<file path="config.mk">
export PLATFORM = sky130hd
export DESIGN_NAME = game_controller_flat
export DESIGN_NICKNAME = d
export VERILOG_FILES = /design/src/rtl/game_controller_if.sv /design/src/rtl/game_controller.sv /design/src/flat_wrapper.sv
export SDC_FILE = /design/constraint.sdc
export NUM_CORES = 1
export LEC_CHECK = 0
export ABC_AREA = 1
export CAP_MARGIN = 10
export CORE_ASPECT_RATIO = 1.4
export CORE_MARGIN = 3
export CORE_UTILIZATION = 45
export CTS_BUF_LIST = sky130_fd_sc_hd__clkbuf_16
export DETAILED_ROUTE_END_ITERATION = 10
export HOLD_SLACK_MARGIN = 0.06
export PLACE_DENSITY = 0.79
export SLEW_MARGIN = 20
export SYNTH_ARGS = -nofsm -noshare
export SYNTH_HDL_FRONTEND = slang
export SYNTH_SLANG_ARGS = --single-unit
export TNS_END_PERCENT = 10
</file>
<file path="constraint.sdc">
create_clock -name clk -period 1.96 [get_ports clk]
set_input_delay 0.196 -clock clk [delete_from_list [all_inputs] [get_ports clk]]
set_output_delay 0.196 -clock clk [all_outputs]
set_load 0.005 [all_outputs]
</file>
<file path="src/rtl/game_controller_if.sv">
// game_controller_if: event inputs and registered status outputs of the game sequencer.
interface game_controller_if #(
  parameter int LIVES_W = 2,
  parameter int SCORE_W = 7,
  parameter int INV_W   = 6,
  parameter int LEVEL_W = 3
);
  logic               frame;
  logic               start;
  logic               invader_collision;
  logic               player_collision;
  logic               invaders_landed;
  logic [2:0]         state;
  logic [LIVES_W-1:0] lives;
  logic [SCORE_W-1:0] score;
  logic [LEVEL_W-1:0] level;
  logic [INV_W-1:0]   invaders_left;
  logic               play_en;
  logic               player_visible;
  logic               level_up;
  modport master (
    output frame, start, invader_collision, player_collision, invaders_landed,
    input  state, lives, score, level, invaders_left, play_en, player_visible, level_up
  );
  modport slave (
    input  frame, start, invader_collision, player_collision, invaders_landed,
    output state, lives, score, level, invaders_left, play_en, player_visible, level_up
  );
endinterface

</file>
<file path="src/rtl/game_controller.sv">
// game_controller: frame-timed game phase sequencer tracking lives, score, level and invaders.
module game_controller #(
  parameter int LIVES_INIT     = 3,
  parameter int LIVES_W        = 2,
  parameter int SCORE_W        = 7,
  parameter int SCORE_MAX      = 99,
  parameter int PTS_PER_KILL   = 1,
  parameter int NUM_INVADERS   = 55,
  parameter int INV_W          = 6,
  parameter int LEVEL_W        = 3,
  parameter int RESPAWN_FRAMES = 120,
  parameter int CLEAR_FRAMES   = 60
) (
  input logic clk,
  input logic arst,
  game_controller_if.slave bus
);
  localparam int MAXF = RESPAWN_FRAMES > CLEAR_FRAMES ? RESPAWN_FRAMES : CLEAR_FRAMES;
  localparam int CW = $clog2(MAXF) > 8 ? $clog2(MAXF) : 8;
  typedef enum logic [2:0] {IDLE, PLAY, RESPAWN, LEVEL_CLEAR, GAME_OVER} state_t;
  state_t st;
  logic [CW-1:0] cnt, cnt_inc;
  logic start_q, start_rise;
  logic [INV_W-1:0] left_nxt;
  logic [SCORE_W-1:0] score_nxt;
  assign bus.state = st;
  always_comb begin
    start_rise = bus.start & ~start_q;
    cnt_inc = cnt + CW'(1);
    left_nxt = bus.invaders_left - INV_W'(bus.invader_collision && bus.invaders_left != '0);
    score_nxt = !bus.invader_collision ? bus.score :
                (int'(bus.score) + PTS_PER_KILL >= SCORE_MAX) ? SCORE_W'(SCORE_MAX) :
                bus.score + SCORE_W'(PTS_PER_KILL);
  end
  always_ff @(posedge clk or negedge arst)
    if (!arst) begin
      st <= IDLE;
      cnt <= '0;
      start_q <= 1'b0;
      bus.lives <= LIVES_W'(LIVES_INIT);
      bus.score <= '0;
      bus.level <= '0;
      bus.invaders_left <= INV_W'(NUM_INVADERS);
      bus.play_en <= 1'b0;
      bus.player_visible <= 1'b1;
      bus.level_up <= 1'b0;
    end else begin
      start_q <= bus.start;
      bus.level_up <= 1'b0;
      case (st)
        IDLE: if (start_rise) begin
          st <= PLAY;
          bus.play_en <= 1'b1;
        end
        PLAY: begin
          // kills always land, even when a death transition wins the same cycle
          bus.score <= score_nxt;
          bus.invaders_left <= left_nxt;
          if (bus.invaders_landed) begin
            bus.lives <= '0;
            st <= GAME_OVER;
            bus.play_en <= 1'b0;
            bus.player_visible <= 1'b0;
          end else if (bus.player_collision) begin
            bus.lives <= bus.lives - LIVES_W'(1);
            cnt <= '0;
            bus.play_en <= 1'b0;
            st <= bus.lives == LIVES_W'(1) ? GAME_OVER : RESPAWN;
            bus.player_visible <= bus.lives != LIVES_W'(1);
          end else if (left_nxt == '0) begin
            st <= LEVEL_CLEAR;
            cnt <= '0;
            bus.play_en <= 1'b0;
          end
        end
        RESPAWN: if (bus.frame) begin
          if (cnt == CW'(RESPAWN_FRAMES - 1)) begin
            st <= bus.invaders_left == '0 ? LEVEL_CLEAR : PLAY;
            bus.play_en <= bus.invaders_left != '0;
            bus.player_visible <= 1'b1;
            cnt <= '0;
          end else begin
            cnt <= cnt_inc;
            bus.player_visible <= ~cnt_inc[3];
          end
        end
        LEVEL_CLEAR: if (bus.frame) begin
          if (cnt == CW'(CLEAR_FRAMES - 1)) begin
            bus.level <= &bus.level ? bus.level : bus.level + LEVEL_W'(1);
            bus.invaders_left <= INV_W'(NUM_INVADERS);
            bus.level_up <= 1'b1;
            bus.play_en <= 1'b1;
            st <= PLAY;
            cnt <= '0;
          end else
            cnt <= cnt_inc;
        end
        GAME_OVER: if (start_rise) begin
          bus.lives <= LIVES_W'(LIVES_INIT);
          bus.score <= '0;
          bus.level <= '0;
          bus.invaders_left <= INV_W'(NUM_INVADERS);
          bus.play_en <= 1'b1;
          bus.player_visible <= 1'b1;
          st <= PLAY;
        end
        default: st <= IDLE;
      endcase
    end
endmodule

</file>
<file path="src/flat_wrapper.sv">
// flat-port wrapper written by rule: the top's interface ports become plain ports
module game_controller_flat 
#(
  parameter int LIVES_INIT     = 3,
  parameter int LIVES_W        = 2,
  parameter int SCORE_W        = 7,
  parameter int SCORE_MAX      = 99,
  parameter int PTS_PER_KILL   = 1,
  parameter int NUM_INVADERS   = 55,
  parameter int INV_W          = 6,
  parameter int LEVEL_W        = 3,
  parameter int RESPAWN_FRAMES = 120,
  parameter int CLEAR_FRAMES   = 60
)
  (clk, arst, bus_frame, bus_start, bus_invader_collision, bus_player_collision, bus_invaders_landed, bus_state, bus_lives, bus_score, bus_level, bus_invaders_left, bus_play_en, bus_player_visible, bus_level_up);
  game_controller_if #(.LIVES_W(LIVES_W), .SCORE_W(SCORE_W), .INV_W(INV_W), .LEVEL_W(LEVEL_W)) bus_i ();
  input logic clk;
  input logic arst;
  input wire logic [$bits(bus_i.frame)-1:0] bus_frame;
  input wire logic [$bits(bus_i.start)-1:0] bus_start;
  input wire logic [$bits(bus_i.invader_collision)-1:0] bus_invader_collision;
  input wire logic [$bits(bus_i.player_collision)-1:0] bus_player_collision;
  input wire logic [$bits(bus_i.invaders_landed)-1:0] bus_invaders_landed;
  output wire logic [$bits(bus_i.state)-1:0] bus_state;
  output wire logic [$bits(bus_i.lives)-1:0] bus_lives;
  output wire logic [$bits(bus_i.score)-1:0] bus_score;
  output wire logic [$bits(bus_i.level)-1:0] bus_level;
  output wire logic [$bits(bus_i.invaders_left)-1:0] bus_invaders_left;
  output wire logic [$bits(bus_i.play_en)-1:0] bus_play_en;
  output wire logic [$bits(bus_i.player_visible)-1:0] bus_player_visible;
  output wire logic [$bits(bus_i.level_up)-1:0] bus_level_up;
  assign bus_i.frame = bus_frame;
  assign bus_i.start = bus_start;
  assign bus_i.invader_collision = bus_invader_collision;
  assign bus_i.player_collision = bus_player_collision;
  assign bus_i.invaders_landed = bus_invaders_landed;
  assign bus_state = bus_i.state;
  assign bus_lives = bus_i.lives;
  assign bus_score = bus_i.score;
  assign bus_level = bus_i.level;
  assign bus_invaders_left = bus_i.invaders_left;
  assign bus_play_en = bus_i.play_en;
  assign bus_player_visible = bus_i.player_visible;
  assign bus_level_up = bus_i.level_up;
  game_controller #(.LIVES_INIT(LIVES_INIT), .LIVES_W(LIVES_W), .SCORE_W(SCORE_W), .SCORE_MAX(SCORE_MAX), .PTS_PER_KILL(PTS_PER_KILL), .NUM_INVADERS(NUM_INVADERS), .INV_W(INV_W), .LEVEL_W(LEVEL_W), .RESPAWN_FRAMES(RESPAWN_FRAMES), .CLEAR_FRAMES(CLEAR_FRAMES)) u_core (.clk(clk), .arst(arst), .bus(bus_i));
endmodule
</file>
# == Yosys cells after proc, flatten, opt, wreduce, memory -nomap -nowiden ==
# Cells that the tools add are included.
# W data, S select, Z words.
# totals
wordCells,114
input_bits,7
latch_bits,0
reg_bits,33
ramBits,0
rom_bits,0
memories,0
# op_classes
shift,0
eq_ne,20
addsub,6
muxes,53
n_lt_le_gt_ge,1
div,0
reduce_logical,21
n_bitwise,3
mul,0
# ops
cell,count
$mux W8,7
$mux W3,13
$ge A32 B8 Y1 const B,1
$pmux W8 S3,1
$mux W7,3
$mux W6,3
$pmux W6 S3,1
$mux W1,15
$pmux W7 S2,1
$logic_not A6 Y1,2
$pmux W3 S4,1
$ne A2 B1 Y1 const B,5
$ne A2 B2 Y1 const B,5
$reduce_and A5 Y1,2
$reduce_and A3 Y1,3
$reduce_bool A3 Y1,3
$add A7 B1 Y8 const B,1
$add A8 B1 Y8 const B,1
$eq A8 B6 Y1 const B,1
$eq A8 B7 Y1 const B,1
$mux W2,4
$reduce_and A4 Y1,2
$add A7 B1 Y7 const B,1
$reduce_and A7 Y1,1
23 further kinds,26

# == Logic depth before layout (Yosys ltp) ==
# Gate-level depths: netlist of run 1.
# depth
word_depth,8
ltp_mapped,16

# == Least setup slack after synthesis of run 1 ==
# No wires, ideal clock.
# synth_timing
path_type,register to register
startpoint,register u_core.bus.invaders_left[3]
endpoint,register u_core.cnt[2]
setup_slack_ps,-180
path_stages_with_launch,16
required_time_ps,1842
arrival_ps,2023
path_buffers,1
period_less_slack_ps,2140
path_cell_list,dfrtp_1 nor2_2 nand4_1 nand2_1 inv_1 ha_1 ha_1 xnor2_1 nand3_1 nor2_1 nand2_1 nand2_2 nand2_4 buf_6 nand2_2 o21ai_2
# synth_via
elab_chain_cells,6
# synth_lines
element,line_no,rtl
start: declaration,game_controller_if.sv:27,"output state, lives, score, level, invaders_left, play_en, player_visible, level_up"
start signal: assignment,game_controller.sv:43,bus.invaders_left <= INV_W'(NUM_INVADERS);
start signal: assignment,game_controller.sv:58,bus.invaders_left <= left_nxt;
start signal: assignment,game_controller.sv:90,bus.invaders_left <= INV_W'(NUM_INVADERS);
$reduce_bool A6 Y1,game_controller.sv:30,left_nxt = bus.invaders_left - INV_W'(bus.invader_collision && bus.invaders_left != '0);
$logic_and A1 B1 Y1,game_controller.sv:30,
$sub A6 B1 Y6 *,game_controller.sv:30,
$logic_not A6 Y1 *,game_controller.sv:70,end else if (left_nxt == '0) begin
$ne A3 B2 Y1 (no line) *,--,
$reduce_and A5 Y1 (no line) *,--,
end signal: assignment,game_controller.sv:83,cnt <= cnt_inc;
end signal: assignment,game_controller.sv:96,cnt <= cnt_inc;
end: declaration,game_controller.sv:22,"logic [CW-1:0] cnt, cnt_inc;"
# Every way passes the cells marked *; elsewhere a longest branch is shown, timed or not.
# A chain may end at the register's enable or synchronous reset.

# == Worst setup path after layout of run 1 ==
# layout_timing
startpoint,register u_core.bus.invaders_left[1]
endpoint,register u_core.cnt[4]
# Same word-level chain as after synthesis.

==> results of run 1 <==
==> critical path, cell delays in order, from the launching register on <==
cell and delay [ns]:
sky130_fd_sc_hd__dfstp_2 0.53, sky130_fd_sc_hd__inv_1 0.05, sky130_fd_sc_hd__nand4_1 0.10, sky130_fd_sc_hd__nand2_1 0.07, sky130_fd_sc_hd__inv_2 0.07, sky130_fd_sc_hd__ha_4 0.16, sky130_fd_sc_hd__buf_4 0.12, sky130_fd_sc_hd__nand3_1 0.08
sky130_fd_sc_hd__nand2_1 0.07, sky130_fd_sc_hd__nand2_1 0.08, sky130_fd_sc_hd__nor2_1 0.13, sky130_fd_sc_hd__nand2_2 0.10, sky130_fd_sc_hd__nand2_4 0.11, sky130_fd_sc_hd__nand2_8 0.08, sky130_fd_sc_hd__nand2_1 0.09, sky130_fd_sc_hd__o21ai_2 0.05
==> worst max-delay path by stage <==
stage	endpoint	start	cells after the start
floorplan	u_core.cnt[2]$_DFFE_PN0P_	u_core.bus.invaders_left[1]$_DFFE_PN1P_	15
global placement	u_core.cnt[5]$_DFFE_PN0P_	bus_invader_collision	13
detailed placement	u_core.cnt[4]$_DFFE_PN0P_	u_core.bus.invaders_left[4]$_DFFE_PN1P_	14
CTS	u_core.cnt[4]$_DFFE_PN0P_	u_core.bus.invaders_left[3]$_DFFE_PN0P_	14
global route	u_core.cnt[1]$_DFFE_PN0P_	u_core.bus.invaders_left[1]$_DFFE_PN1P_	15
finish	u_core.cnt[4]$_DFFE_PN0P_	u_core.bus.invaders_left[1]$_DFFE_PN1P_	15
==> layout by cell type (no fill, tap or decap), types with 4 or more instances in the layout <==
cell                              netlist  routed
sky130_fd_sc_hd__ha_1                   8       6
sky130_fd_sc_hd__nand4_1                5       5
sky130_fd_sc_hd__o21ai_2                9       9
sky130_fd_sc_hd__dfrtp_1               25      25
sky130_fd_sc_hd__dfstp_2                8       8
sky130_fd_sc_hd__xor2_1                 4       4
sky130_fd_sc_hd__nand2_2                5       6
sky130_fd_sc_hd__nand2_1               71      69
sky130_fd_sc_hd__a21oi_1                5       5
sky130_fd_sc_hd__inv_1                 27      26
sky130_fd_sc_hd__o21ai_0                9       9
sky130_fd_sc_hd__nand3_1               23      23
sky130_fd_sc_hd__inv_2                  6       7
sky130_fd_sc_hd__nand2_4                5       6
sky130_fd_sc_hd__clkbuf_16              0       5
sky130_fd_sc_hd__o21ai_1                8       8
sky130_fd_sc_hd__nor2_1                25      25
sky130_fd_sc_hd__buf_4                  0      15
sky130_fd_sc_hd__clkdlybuf4s50_1        0      30
==> flip-flops by register name, summed over array words and instances, names as in the netlist <==
name and flops:
u_core.bus.score 7, u_core.bus.invaders_left 6, u_core.bus.play_en 1, u_core.bus.level_up 1
u_core.bus.level 3, u_core.start_q 1, u_core.bus.player_visible 1, u_core.cnt 8
u_core.bus.lives 2, u_core.bus.state 3
==> area by class of cell <==
class | instances | area (um2)
tap | 62 | 77.6
fill | 423 | 1740
multi-input combinational | 206 | 1230
sequential | 33 | 836
clock buffer | 5 | 125
clock inverter | 3 | 12.5
timing repair buffer | 45 | 413
inverter | 34 | 130
==> report_power, final <==
| group | internal, mW | total (mW) | switching, mW |
|---|---|---|---|
| sequential | 0.912 | 1.10 | 0.185 |
| combinational | 0.843 | 1.91 | 1.07 |
| clock | 0.459 | 0.738 | 0.280 |
==> logic make-up (layout without fill, tap and decap cells) <==
group,Yosys count,in the layout,synth area share [%]
flip-flops,33,33,38.8
adder cells (fa/ha/maj),8,8,4.64
AO/OA/AOI/OAI,43,43,13.5
XOR/XNOR,7,7,2.84
AND/OR/NAND/NOR,147,148,33.1
buffers and inverters,36,87,7.08
==> metal layers <==
layer	GRT usage, %	part of all wire (%)	vias up
met2	35.2	52	42
met1	21.4	42	929
met3	3.47	3.4	11
li1	-	-	1003
met4	7.88	2.4	0
met5	0	0	-
==> through the flow <==
step / util, % / instance area, um2 / setup TNS (ns) / power, mW / setup slack, ns
after floorplan: - / 2190 / -0.221 / 2.29 / -0.0637
after global placement: 57.8 / 2640 / -0.375 / 2.89 / -0.0449
after detailed placement: 57.8 / 2640 / -1.37 / 2.94 / -0.144
after CTS: 61.8 / 2830 / -0.561 / 3.78 / -0.0681
after global routing: 61.9 / 2830 / -1.99 / 4.04 / -0.195
final: 61.9 / 2830 / -0.501 / 3.75 / -0.0612
==> repair_timing <==
action	CTS	global route
cloned	1	0
setup buffers	2	0
gates resized for setup	5	1
hold buffers	0	0
setup endpoints to repair	11	11
pin swaps	4	1
==> implementation parameters, run 1 <==
Parameter                              Value

Setup path
  Critical Path Fanout Max ... 8
  Signal arrival time at the worst endpoint ... 2.19 ns
  Critical path start-end classification ... flip-flop to flip-flop
  Startpoint type of the worst setup path ... flip-flop
  Critical path required time ... 2.12 ns
  Reg-to-Reg Start ... u_core.bus.invaders_left[1]$_DFFE_PN1P_
  Critical Path End Type ... flip-flop
  Depth of the worst register-to-register path ... 15
  Endpoint of the lowest-slack register-to-register path ... u_core.cnt[4]$_DFFE_PN0P_
  Worst R2R Setup Slack ... -0.06 ns

Finish
  Finished Layout Cells ... 388
  Final antenna diode count ... 0
  Area growth from synthesis to layout ... 31.2%
  Fraction of final layout cells sized beyond drive strength 1 ... 22.4%
  Net count reported at finish ... 340

Detailed routing
  Length of the first detailed-routing pass in iterations ... 4
  Routed vias/inst ... 5.12
  Post-route ant nets ... 0
  DRT Wirelength ... 5030 um
  1st-iter DRT viols ... 136
  Number of DRC violations after detailed routing ... 0
  Total number of vias ... 1985
  WL/cell ... 13.0 um

Logic synthesis
  Leading post-synthesis cells by instance count ... sky130_fd_sc_hd__nand2_1, sky130_fd_sc_hd__inv_1, sky130_fd_sc_hd__dfrtp_1, sky130_fd_sc_hd__nor2_1, sky130_fd_sc_hd__nand3_1
  Syn Nets ... 289
  Average size of a mapped cell ... 7.87 um2
  Library cells used by synthesis ... 34
  Most frequent cell after synthesis ... sky130_fd_sc_hd__nand2_1
  Proportion of netlist area held by the largest area contributor ... 29.0%
  Async S/R FF share, synth ... 100%
  Share of synthesized area occupied by flip-flops and latches ... 38.8%
  Number of enable-type register cells in the synthesized netlist ... 0
  Dominant register cell in the synthesized netlist ... sky130_fd_sc_hd__dfrtp_1
  Top cell type by total area after synthesis ... sky130_fd_sc_hd__dfrtp_1
  Netlist Area Pre-Place ... 0.00216 mm2
  Gate Count Post-Synth ... 274
  Number of warning messages in the yosys log ... 0
  Top cells by area, synth ... sky130_fd_sc_hd__dfrtp_1, sky130_fd_sc_hd__nand2_1, sky130_fd_sc_hd__dfstp_2
  Register bit count reported by yosys ... 33

Place
  Final HPWL from detailed placement ... 3640 um
  PortBufs ... 30
  Inst Count DP ... 377
  Placer's final routability congestion estimate ... 0.862

Flow run
  Number of max-capacitance violations reported ... 0

Clock network
  CTS sink count ... 33
  Clock latency reported for the late side of the worst-skew pair ... 0.28 ns
  Total clock buffers created by CTS ... 5
  Clock-pin slew on the worst setup and hold paths ... 0.05 ns
  Clock Root Buffer ... sky130_fd_sc_hd__clkbuf_16
  Level count of the clock H-tree ... 2
  Maximum count of clock buffers along a single path ... 2
  Clock tree from TritonCTS ... yes

Global routing
  All-layer global routing usage ... 19.0%
  Overflow left after global routing ... 0
  Pin count of the biggest net entering global routing ... 34
  Number of antenna violations at the first check in global routing ... 0
  Wire length of the first global-routing pass ... 8670 um
  Via count of the first global-routing pass ... 2021

Die
  Standard cell core area ... 0.00457 mm2
  Count of pins on the block boundary ... 31
  Overall die width ... 64.5 um
  Die outline height ... 87.9 um
  Die Outline Area ... 0.00567 mm2
  Starting density of the core ... 47.2%
  # rows ... 29

Timing
  Setup clock skew after layout ... 0.00248 ns
  Transition time at the pin with the least slew margin ... 0.443 ns
  Total count of max-transition violations in the final report ... 0
  Unrepaired setup endpoints after global routing ... true
  Worst slew margin relative to its limit ... 70.5%
  Final critical-path share of the clock period ... 103%
  Final Hold Viols ... 0
  Highest achievable clock rate ... 495 MHz
  Final setup violating endpoints ... 11
  Post-Route Hold Slack ... 0.336 ns
  Worst path setup slack after routing ... -0.0612 ns
  Fin crit period ... 2.02 ns

Power
  Leakage component of the power ... 1.39 nW
  Worst ir drop on vdd ... 0.642 mV
  PD cells ... 1320 mW/mm2

Outcome
  Status ... finished, violations left
  Violated checks ... negative setup slack

Worst hold path
  Class of the worst hold path ... input pin to asynchronous set/reset pin
Power figures use the tool's default switching activity.
==> inputs of run 2 (changes only) <==
==> constraint.sdc (replaced) <==
create_clock -name clk -period 1.7 [get_ports clk]
set_input_delay 0.17 -clock clk [delete_from_list [all_inputs] [get_ports clk]]
set_output_delay 0.17 -clock clk [all_outputs]
set_load 0.005 [all_outputs]
==> run 2 against run 1 <==
The run still ends with negative setup slack left. Flip-flop and latch count did not move. Sequential power rose by 15%. Highest routed layer unchanged. Sequential share of layout area fell by 1.5 points. Non-clock buffer count rose by 13.
==> implementation parameters, run 2 (synthesis gave the netlist of run 1 again) <==
Parameter                              Value

Outcome
  Status ... finished, violations left
  Violated checks ... negative setup slack

Power
  Cell-internal power ... 2.62 mW (+18%)
  Switch share ... 41.3% (+0.33 points)
  Leakage component of the power ... 1.45 nW (+4.8%)
  Portion of total power attributed to the clock network ... 19.0% (-0.7 points)
  Switching pwr ... 1.84 mW (+20%)
  Proportion of power drawn by combinational gates ... 52.7% (+1.7 points)
  Worst ir drop on vdd ... 0.777 mV (+21%)
  Proportion of power drawn by flip-flops and latches ... 28.2% (-1.1 points)
  PD cells ... 1490 mW/mm2 (+13%)

Finish
  Final antenna diode count ... 0 (unchanged)
  Area growth from synthesis to layout ... 38.5%
  Net count reported at finish ... 353 (+3.8%)
  Most common cell after layout, fill and taps aside ... sky130_fd_sc_hd__nand2_1
  Highest-count cells in the layout ignoring fill and taps ... sky130_fd_sc_hd__nand2_1, sky130_fd_sc_hd__clkdlybuf4s50_1, sky130_fd_sc_hd__buf_4
  Fraction of final layout cells sized beyond drive strength 1 ... 30.7% (+8.3 points)
  Number of flip-flops in the largest register ... 8 (unchanged)
  Largest registers ... u_core.cnt: 8 flops, u_core.bus.score: 7 flops, u_core.bus.invaders_left: 6 flops
  End-of-flow core utilization ... 65.3% (+3.4 points)
  Register name with the most flops ... u_core.cnt
  Filler cells ... 379 (-10%)

Place
  Pre-CTS WS ... -0.381 ns (-0.237 ns)
  Placer's final routability congestion estimate ... 0.854 (-0.97%)
  Final HPWL from detailed placement ... 3590 um (-1.3%)
  PortBufs ... 30 (unchanged)

Global routing
  Number of antenna violations at the first check in global routing ... 0 (unchanged)
  Overflow left after global routing ... 0 (unchanged)
  Via count of the first global-routing pass ... 2085 (+3.2%)
  Pin count of the biggest net entering global routing ... 34 (unchanged)
  All-layer global routing usage ... 20.8% (+1.8 points)
  Wire length of the first global-routing pass ... 9220 um (+6.4%)

Clock network
  Clock latency reported for the late side of the worst-skew pair ... 0.28 ns (about the same)
  Clock Root Buffer ... sky130_fd_sc_hd__clkbuf_16
  Number of buffers inserted for hold repair after clock tree synthesis ... 0 (unchanged)
  Maximum count of clock buffers along a single path ... 2 (unchanged)
  Clock-pin slew on the worst setup and hold paths ... 0.05 ns (about the same)
  Total clock buffers created by CTS ... 5 (unchanged)
  Clock tree from TritonCTS ... yes
  CTS sink count ... 33 (unchanged)
  Level count of the clock H-tree ... 2 (unchanged)

Detailed routing
  Number of DRC violations after detailed routing ... 0 (unchanged)
  Total number of vias ... 2093 (+5.4%)
  Length of the first detailed-routing pass in iterations ... 4 (unchanged)
  Routed vias/inst ... 5.22 (+2.0%)
  1st-iter DRT viols ... 112 (-18%)
  WL/cell ... 13.4 um (+3.0%)
  Post-route ant nets ... 0 (unchanged)
  DRT Wirelength ... 5360 um (+6.5%)

Setup path
  Slowest library cell on the worst path ... sky130_fd_sc_hd__dfstp_2
  Critical path required time ... 1.87 ns (-0.25 ns)
  Cell type group with the largest total delay on the critical path ... simple AND/OR/NAND/NOR gates
  Critical path start-end classification ... flip-flop to flip-flop
  Startpoint type of the worst setup path ... flip-flop
  Combined buffer and inverter count along the critical path ... 3 (unchanged)
  Cell repeated most along the worst path ... sky130_fd_sc_hd__nand2_2
  Critical Path Fanout Max ... 8 (unchanged)
  Series of cell instances along the critical path ... inv_1, nand4_1, nand2_1, inv_2, ha_4, buf_4, nand3_1, nand2_1, nand2_2, nor2_1, nand2_2, nand2_4, nand2_8, nand2_2, o21ai_2
  Signal arrival time at the worst endpoint ... 2.22 ns (+0.03 ns)
  Largest incremental delay on the critical path ... 0.53 ns (about the same)
  Critical Path End Type ... flip-flop

Die
  # rows ... 29 (unchanged)
  Starting density of the core ... 47.2% (unchanged)
  Die outline height ... 87.9 um (unchanged)
  Die Outline Area ... 0.00567 mm2 (unchanged)
  Overall die width ... 64.5 um (unchanged)
  Standard cell core area ... 0.00457 mm2 (unchanged)
  Count of pins on the block boundary ... 31 (unchanged)

Timing
  Final Hold Viols ... 0 (unchanged)
  Total count of max-transition violations in the final report ... 0 (unchanged)
  Setup clock skew after layout ... 0.00301 ns (+0.000526 ns)
  Post-Route Hold Slack ... 0.303 ns (-0.0326 ns)
  Fin crit period ... 2.05 ns (+0.0338 ns)
  Final critical-path share of the clock period ... 121% (+18 points)
  Fin Setup TNS ... -3.62 ns (-3.11 ns)
  Final setup violating endpoints ... 12 (+1)
  Transition time at the pin with the least slew margin ... 0.511 ns (+0.0675 ns)
  Unrepaired setup endpoints after global routing ... true
  Worst slew margin relative to its limit ... 66.0% (-4.5 points)
  Worst path setup slack after routing ... -0.355 ns (-0.294 ns)
  Highest achievable clock rate ... 487 MHz (-1.6%)

Worst hold path
  Class of the worst hold path ... input pin to asynchronous set/reset pin

Flow run
  Number of max-capacitance violations reported ... 0 (unchanged)
[run 2: final cells by class]
cell class / count / area [um2] / area share [%]
multi-input cells: 206 / 1290 / 43.2
flip-flops and latches: 33 / 837 / 28.0
repair buffers: 58 / 514 / 17.2
inverters: 34 / 130 / 4.36
clock buffers: 5 / 125 / 4.19
well taps: 62 / 77.6 / 2.60
clock inverters: 3 / 12.5 / 0.419
[run 2: repair_timing]
action / CTS / global route
setup buffers: 8 / 2
pin swaps: 10 / 4
resized for setup: 14 / 12
setup endpoints to repair: 12 / 23
cloned: 1 / 0
[run 2: path summary, 6_finish.rpt]
| kind | to | slack, ns | cells after the start | startpoint |
|---|---|---|---|---|
| setup / recovery | u_core.cnt[2]$_DFFE_PN0P_ | -0.35 | 15 | u_core.bus.invaders_left[0]$_DFFE_PN1P_ |
| hold / removal | u_core.cnt[4]$_DFFE_PN0P_ | 0.30 | 2 | arst |
| setup reg to reg | u_core.cnt[2]$_DFFE_PN0P_ | -0.35 | 15 | u_core.bus.invaders_left[0]$_DFFE_PN1P_ |
| hold reg to reg | u_core.bus.play_en$_DFFE_PN0P_ | 0.49 | 2 | u_core.bus.play_en$_DFFE_PN0P_ |
| max in group asynchronous | u_core.bus.lives[0]$_DFFE_PN1P_ | 1.07 | 2 | arst |
| min in group clk | u_core.start_q$_DFF_PN0_ | 0.38 | 1 | bus_start |
[run 2: per-stage QoR]
stage,area [um2],instances,total power [mW]
6_report,2990,401,4.46
5_1_grt,2990,401,4.79
4_1_cts,2940,399,4.43
3_5_place_dp,2680,382,3.42
3_3_place_gp,2680,382,3.37
2_1_floorplan,2190,274,2.64
[run 2: power by group through the flow]
stage	clock network [mW]	registers, mW	logic [mW]
6_report	0.849	1.26	2.35
5_1_grt	0.885	1.30	2.61
4_1_cts	0.866	1.25	2.31
2_1_floorplan	0	1.27	1.37
3_3_place_gp	0	1.25	2.12
3_5_place_dp	0	1.26	2.16
[run 2: metal layers]
metal  up-vias  global-route usage, %  routed length [um]
met2        59                   38.7                2930
met5         -                      0                   0
met1       993                   22.9                2110
met4         0                   8.65                 114
met3        13                   4.24                 212
li1       1028                      -                   -
[run 2: worst reg2reg max path, delay by kind of cell, from the launching register on]
family | cells | cell delay [ns]
AOI/OAI and AO/OA | 1 | 0.05
DFF | 1 | 0.53
and+or+nand+nor | 10 | 0.97
buffers and inverters | 3 | 0.24
adders and majority gates | 1 | 0.14
